===== config.mk =====
export PLATFORM = sky130hd
export DESIGN_NAME = uart_rx
export DESIGN_NICKNAME = d
export VERILOG_FILES = /design/src/rtl/uart_rx.sv
export SDC_FILE = /design/constraint.sdc
export NUM_CORES = 1
export LEC_CHECK = 0
export CORE_MARGIN = 1
export CORE_UTILIZATION = 50
export CTS_CLUSTER_DIAMETER = 60
export DETAILED_ROUTE_END_ITERATION = 8
export GPL_TIMING_DRIVEN = 0
export PLACE_DENSITY = 0.78
export SLEW_MARGIN = 20
export SYNTH_ARGS = -nofsm -noshare
export SYNTH_HDL_FRONTEND = slang
export SYNTH_SLANG_ARGS = --single-unit

===== constraint.sdc =====
create_clock -name clk -period 2.2 [get_ports clk]
set_input_delay 0.33 -clock clk [delete_from_list [all_inputs] [get_ports clk]]
set_output_delay 0.33 -clock clk [all_outputs]
set_load 0.005 [all_outputs]

===== src/rtl/uart_rx.sv =====
// uart_rx: 8N1 UART receiver whose fractional bit clock is re-phased on
// every start edge so that each bit is sampled at mid-bit.
// Ports: clk, reset (sync, active-high), rxd (async, idle high),
//        data/valid/ready byte handshake, overrun and frame_err
//        one-cycle pulses, busy (high outside IDLE).
`timescale 1ns/1ps
module uart_rx #(
    parameter int Width = 22,
    parameter int Incr  = 19327
) (
    input  logic       clk,
    input  logic       reset,
    input  logic       rxd,
    output logic [7:0] data,
    output logic       valid,
    input  logic       ready,
    output logic       overrun,
    output logic       frame_err,
    output logic       busy
);

    typedef enum logic [2:0] {
        IDLE,
        START,
        DATA,
        STOP,
        WAIT_HIGH
    } state_e;

    localparam logic [Width-1:0] HALF = {1'b1, {(Width-1){1'b0}}};
    localparam logic [Width-1:0] INC  = Width'(Incr);

    state_e           state_q, state_d;
    logic [1:0]       sync_q, sync_d;
    logic [Width-1:0] acc_q, acc_d;
    logic             strobe_q, strobe_d;
    logic [2:0]       cnt_q, cnt_d;
    logic [7:0]       shift_q, shift_d;
    logic [7:0]       data_q, data_d;
    logic             valid_q, valid_d;
    logic             ovr_q, ovr_d;
    logic             ferr_q, ferr_d;
    logic [Width:0]   sum;
    logic             rxs;

    assign rxs    = sync_q[1];
    assign sync_d = {sync_q[0], rxd};
    assign sum    = {1'b0, acc_q} + {1'b0, INC};

    always_comb begin
        state_d  = state_q;
        acc_d    = acc_q;
        strobe_d = 1'b0;
        cnt_d    = cnt_q;
        shift_d  = shift_q;
        data_d   = data_q;
        valid_d  = valid_q;
        ovr_d    = 1'b0;
        ferr_d   = 1'b0;

        // An accept this cycle frees the holding register, so a byte
        // completing in the same cycle is stored rather than dropped.
        if (valid_q && ready) begin
            valid_d = 1'b0;
        end

        unique case (state_q)
            IDLE: begin
                if (!rxs) begin
                    // Half-scale load puts the first carry at mid start bit.
                    acc_d   = HALF;
                    state_d = START;
                end
            end
            START: begin
                acc_d    = sum[Width-1:0];
                strobe_d = sum[Width];
                if (strobe_q) begin
                    if (rxs) begin
                        state_d = IDLE;
                    end else begin
                        state_d = DATA;
                        cnt_d   = 3'd0;
                    end
                end
            end
            DATA: begin
                acc_d    = sum[Width-1:0];
                strobe_d = sum[Width];
                if (strobe_q) begin
                    shift_d = {rxs, shift_q[7:1]};
                    cnt_d   = cnt_q + 3'd1;
                    if (cnt_q == 3'd7) begin
                        state_d = STOP;
                    end
                end
            end
            STOP: begin
                acc_d    = sum[Width-1:0];
                strobe_d = sum[Width];
                if (strobe_q) begin
                    if (rxs) begin
                        if (valid_q && !ready) begin
                            ovr_d = 1'b1;
                        end else begin
                            data_d  = shift_q;
                            valid_d = 1'b1;
                        end
                        state_d = IDLE;
                    end else begin
                        ferr_d  = 1'b1;
                        state_d = WAIT_HIGH;
                    end
                end
            end
            WAIT_HIGH: begin
                // A held-low line (break) must not look like a new start.
                if (rxs) begin
                    state_d = IDLE;
                end
            end
            default: begin
                state_d = IDLE;
            end
        endcase
    end

    always_ff @(posedge clk) begin
        if (reset) begin
            state_q  <= IDLE;
            sync_q   <= 2'b11;
            acc_q    <= '0;
            strobe_q <= 1'b0;
            cnt_q    <= 3'd0;
            shift_q  <= 8'd0;
            data_q   <= 8'd0;
            valid_q  <= 1'b0;
            ovr_q    <= 1'b0;
            ferr_q   <= 1'b0;
        end else begin
            state_q  <= state_d;
            sync_q   <= sync_d;
            acc_q    <= acc_d;
            strobe_q <= strobe_d;
            cnt_q    <= cnt_d;
            shift_q  <= shift_d;
            data_q   <= data_d;
            valid_q  <= valid_d;
            ovr_q    <= ovr_d;
            ferr_q   <= ferr_d;
        end
    end

    assign data      = data_q;
    assign valid     = valid_q;
    assign overrun   = ovr_q;
    assign frame_err = ferr_q;
    assign busy      = (state_q != IDLE);

endmodule


---- Word-level counts from Yosys, hierarchy flattened ----
Index checks and enable logic that the tools add are counted.
cells by class
  add/sub/neg operators ................... 2
  multiply operators ...................... 0
  div/mod/pow operators ................... 0
  order comparisons ....................... 0
  eq/ne operators ......................... 12
  shifts and indexed selects .............. 0
  mux-type cells .......................... 22
  bitwise operators ....................... 5
  reduce and logical (&&, ||, !) cells .... 16
operators by type and width
  cell                    count
  $pmux 22 s2             1
  $mux 3                  10
  $add 22x15->23 const B  1
  $mux 22                 1
  $pmux 3 s5              1
  $ne 2x2->1 const B      7
  $reduce_and 4->1        2
  $mux 1                  7
  $eq 3x2->1 const B      2
  $eq 3x3->1 const B      2
  $pmux 3 s2              1
  $reduce_and 6->1        1
  $reduce_or 3->1         2
  $not 1->1               5
  $reduce_and 2->1        2
  $reduce_bool 2->1       2
  $reduce_or 4->1         1
  $add 3x1->3 const B     1
  $eq 3x1->1 const B      1
  $logic_not 3->1         1
  $reduce_bool 3->1       1
  $logic_and 1x1->1       2
  $mux 2                  1
  $reduce_or 2->1         1
  $logic_not 1->1         1
storage, ports and cells
  flip-flop bits (word level) ............. 50
  latch bits .............................. 0
  RAM bits ................................ 0
  memory bits (read-only) ................. 0
  input bits .............................. 4
  output and inout bits ................... 12
  logic and storage cells ................. 67
  memories kept ........................... 0

---- Logic depth before layout (Yosys ltp) ----
  depth after elaboration ................. 6
  mapped depth ............................ 7
  gate-level depth less buffers ........... 6

---- Least setup slack after synthesis ----
No wires, ideal clock.
  path kind ............................... flip-flop to flip-flop
  start ................................... register acc_q[0]
  end ..................................... register acc_q[20]
  setup time .............................. 72 ps
  arrival ................................. 1654 ps
  data required time ...................... 2128 ps
  setup slack ............................. 475 ps
  stages on the path, launching flop included .. 7
  buffers on the path ..................... 0
  clock period less this slack ............ 1725 ps
  cells stage by stage .................... dfxtp_1 > inv_1 > ha_1 > or3b_2 > nor4b_2 > or4b_1 > mux2i_1
on the way
  cells in the longest elaborated chain, start to end .. 2
ends and longest elaborated chain
  element                 line  RTL
  from (decl)             35    logic [Width-1:0] acc_q, acc_d;
  from (signal assigned)  132   acc_q <= '0;
  from (signal assigned)  143   acc_q <= acc_d;
  $add 22x15->23          48    assign sum = {1'b0, acc_q} + {1'b0, INC};
  $pmux 22 s2             67    unique case (state_q)
Every way passes these cells.
A chain may end at the register's enable or synchronous reset.

---- Worst setup path after layout ----
Ends and elaborated chain as after synthesis.

==> results.tsv <==
stage	metric	value	unit
drt	Total Wirelength	5177	um
drt	via count	2096	
yosys	EDFF count, synth	0	
yosys	Post-Synthesis Cell Area	2387	um2
yosys	top post-synthesis cells by area	dfxtp_1, mux2i_1, nand2_1	
floorplanning	die area	5055	um2
sta	Relative slew margins	60.18	%
yosys	top cells by count, synth	dfxtp_1, nand2_1, nor2_1, a21oi_1, mux2i_1	
yosys	XOR/XNOR Fraction of Synth Area	1.834	%
global_routing	met3 GRT Util	4.274	%
clocking	Reg clk slew, reported paths	100	ps
power_and_ir_drop	peak supply drop	0.4691	mV
sta	minimum clock period	2010	ps
drt	initial drt markers	135	
hold_path	Hold Crit Class	reg -> reg	
clocking	CTS sink cnt	50	
sta	Final Skew	10.38	ps
sta	Tcrit/Tclk final	91.38	%
yosys	simple logic cell fraction of the synthesized area	27.20	%
global_routing	GRT Overall Usage	22.87	%
worst_setup_path	Worst setup EP type	flip-flop	
drt	drt pass-1 iters	4	
clocking	PostCTS Resize Cnt	0	
global_routing	vias in the first global route	2030	
worst_setup_path	flop2flop setup slack	190	ps
clocking	cts hold-fix bufs	0	
outcome	outcome	completed	
clocking	H-tree levels	2	
clocking	Worst-Skew Late Latency	320	ps
worst_setup_path	r2r endpoint	acc_q[20]	
yosys	mux cell area share after synthesis	5.870	%
yosys	Yosys cell types	49	
floorplanning	row count	24	
sta	FMAX	497.4	MHz
clocking	CTS tree	yes	
yosys	Net Count, Synth	286	
sta	final hold violations	0	
floorplanning	Die W	71.10	um
sta	Setup TNS Final	0	ps
hold_path	Hold EP	sync_q[1]	
yosys	ys flop type	dfxtp_1	
power_and_ir_drop	Comb pwr share	13.1	%
global_routing	initial antenna violation count	0	
global_routing	global-route wire length before repair	9080	um
job	max-cap violation count	0	
yosys	register area share after synthesis	41.93	%
hold_path	worst hold start	sync_q[0]	
sta	Slew @ Worst Pin	595.1	ps
drt	residual DRC count	0	
power_and_ir_drop	Pwr per Cell Area	664.7	nW/um2
yosys	post-synthesis adder-cell area fraction	1.572	%
placement	placed insts	346	
clocking	Post-CTS Setup Bufs	0	
global_routing	largest net degree at the start of global routing	19	
yosys	ys async rst share	0	%
yosys	Synth area leader	dfxtp_1	
placement	PortBufs	15	
clocking	CTS Buf Count	5	
power_and_ir_drop	Sw Ratio	29.32	%
finish	layout cell share with drive strength beyond 1	7.947	%
yosys	Seq cells post-synth	50	
placement	hpwl dp	3683	um
sta	Slew Viols, Final	0	
yosys	count leader, synth	dfxtp_1	
finish	Layout area overhead	13.10	%
worst_setup_path	WP data arrival	2260	ps
yosys	cell count after synthesis	279	
hold_path	WHS Path Cells	1	
worst_setup_path	Reg2Reg Depth	6	
clocking	Max clock buf depth	2	
drt	routed len/inst	14.62	um
clocking	clock root buffer	clkbuf_8	
global_routing	met1 Track Usage GR	29.90	%
power_and_ir_drop	internal power	1269	uW
floorplanning	core area	4474	um2
yosys	post-synth top area share	41.93	%
finish	nets	308	
worst_setup_path	Crit Path Category	reg -> reg	
floorplanning	I/O pins	16	
sta	final setup fails	0	
finish	Antenna Diode Count	0	
global_routing	GRT overflow	0	
global_routing	global routing's busiest layer	met2	
floorplanning	Initial Util	53.36	%
drt	Via density	5.921	
floorplanning	Die Height	71.10	um
sta	RSZ-0062 raised after global routing	false	
yosys	Mean Syn Cell Area	8.557	um2
worst_setup_path	CP Launch Type	flip-flop	
worst_setup_path	RR Startpoint	acc_q[0]	
yosys	largest family of logic cells by synthesized area	simple AND/OR/NAND/NOR gates	
power_and_ir_drop	Reg power frac	54.0	%
yosys	yosys warns	0	
worst_setup_path	Max FO, Critical Path	6	
drt	Final ANT Viol Nets	0	
placement	GP Congestion	0.8371	
yosys	compound-gate portion of the synthesized area	17.40	%
power_and_ir_drop	Pleak	0.001024	uW
worst_setup_path	WP data required	2450	ps
power_and_ir_drop	Clk pwr share	32.9	%
global_routing	met2 Use GR	37.50	%
power_and_ir_drop	Net Switching	526.1	uW
finish	Final Non-Filler Cells	354	
==> area by class of cell <==
cell class / count / area, um2
well taps: 52 / 65.06
clock buffers: 5 / 68.82
repair buffers: 15 / 150.1
clock inverters: 3 / 28.78
flip-flops and latches: 50 / 1001
fillers: 381 / 1774
multi-input cells: 207 / 1286
plain buffers: 15 / 73.82
inverters: 7 / 26.28
==> cell usage in the layout (no fill, tap or decap), types with 6 or more instances in the layout <==
cell | netlist | final
dfxtp_1 | 50 | 50
nand2_1 | 35 | 35
nor2_1 | 27 | 27
a21oi_1 | 26 | 26
clkdlybuf4s50_1 | 0 | 15
mux2i_1 | 14 | 14
nor3_1 | 12 | 12
clkbuf_1 | 10 | 10
inv_1 | 7 | 7
o21ai_0 | 7 | 7
or3_1 | 6 | 6
or4_1 | 6 | 6
==> worst max path at each step <==
stage | from | end | slack, ps | cells after the start
floorplan | acc_q[0] | acc_q[20] | 470 | 6
global placement | reset | strobe_q | 200 | 5
detailed placement | reset | strobe_q | 200 | 5
CTS | acc_q[0] | acc_q[20] | 200 | 6
global route | acc_q[0] | acc_q[8] | 60 | 6
finish | acc_q[0] | acc_q[20] | 190 | 6
==> sequential cells by signal (all words and copies together), names as in the netlist <==
name	count
acc_q	22
sync_q	2
state_q	3
valid	1
shift_q	8
overrun	1
strobe_q	1
cnt_q	3
data	8
frame_err	1
==> critical path, cell delays in order (launching register included) <==
cell and delay, ps:
dfxtp_1 360, inv_1 70, ha_1 260, or3b_2 490, nor4b_2 380, or4b_1 210
mux2i_1 180
==> stage by stage <==
step	util [%]	area [um2]	power (uW)	hold WS [ps]	setup slack, ps
6_report	60.35	2700	1795	421.8	189.7
5_1_grt	60.35	2700	1879	436.9	55.11
4_1_cts	60.35	2700	1804	428.3	196.9
3_5_place_dp	58.17	2603	1220	404.9	204.5
3_3_place_gp	58.17	2603	1216	393.3	198.3
2_1_floorplan	-	2387	1164	389.5	474.7
==> metal layers <==
metal / routed length, um / part of all wire (%)
met1: 2516 / 49
met2: 2360 / 46
met3: 247 / 4.8
met4: 53 / 1.0
met5: 0 / 0
==> logic make-up (layout without fill, tap and decap cells) <==
| family | Yosys count | count (layout) |
|---|---|---|
| multiplexers | 14 | 14 |
| AND/OR/NAND/NOR | 123 | 123 |
| flip-flops | 50 | 50 |
| adder cells (fa/ha/maj) | 3 | 3 |
| AO/OA/AOI/OAI | 62 | 62 |
| XOR/XNOR | 5 | 5 |
| buffers and inverters | 22 | 45 |
==> power groups by stage <==
stage / Sequential [uW] / Clock [uW] / Combinational (uW)
global placement: 988 / 0 / 228
detailed placement: 988 / 0 / 232
CTS: 968 / 601 / 234
global route: 975 / 639 / 265
floorplan: 978 / 0 / 186
finish: 970 / 590 / 235
Note: power is estimated with default switching activity, not from simulation.
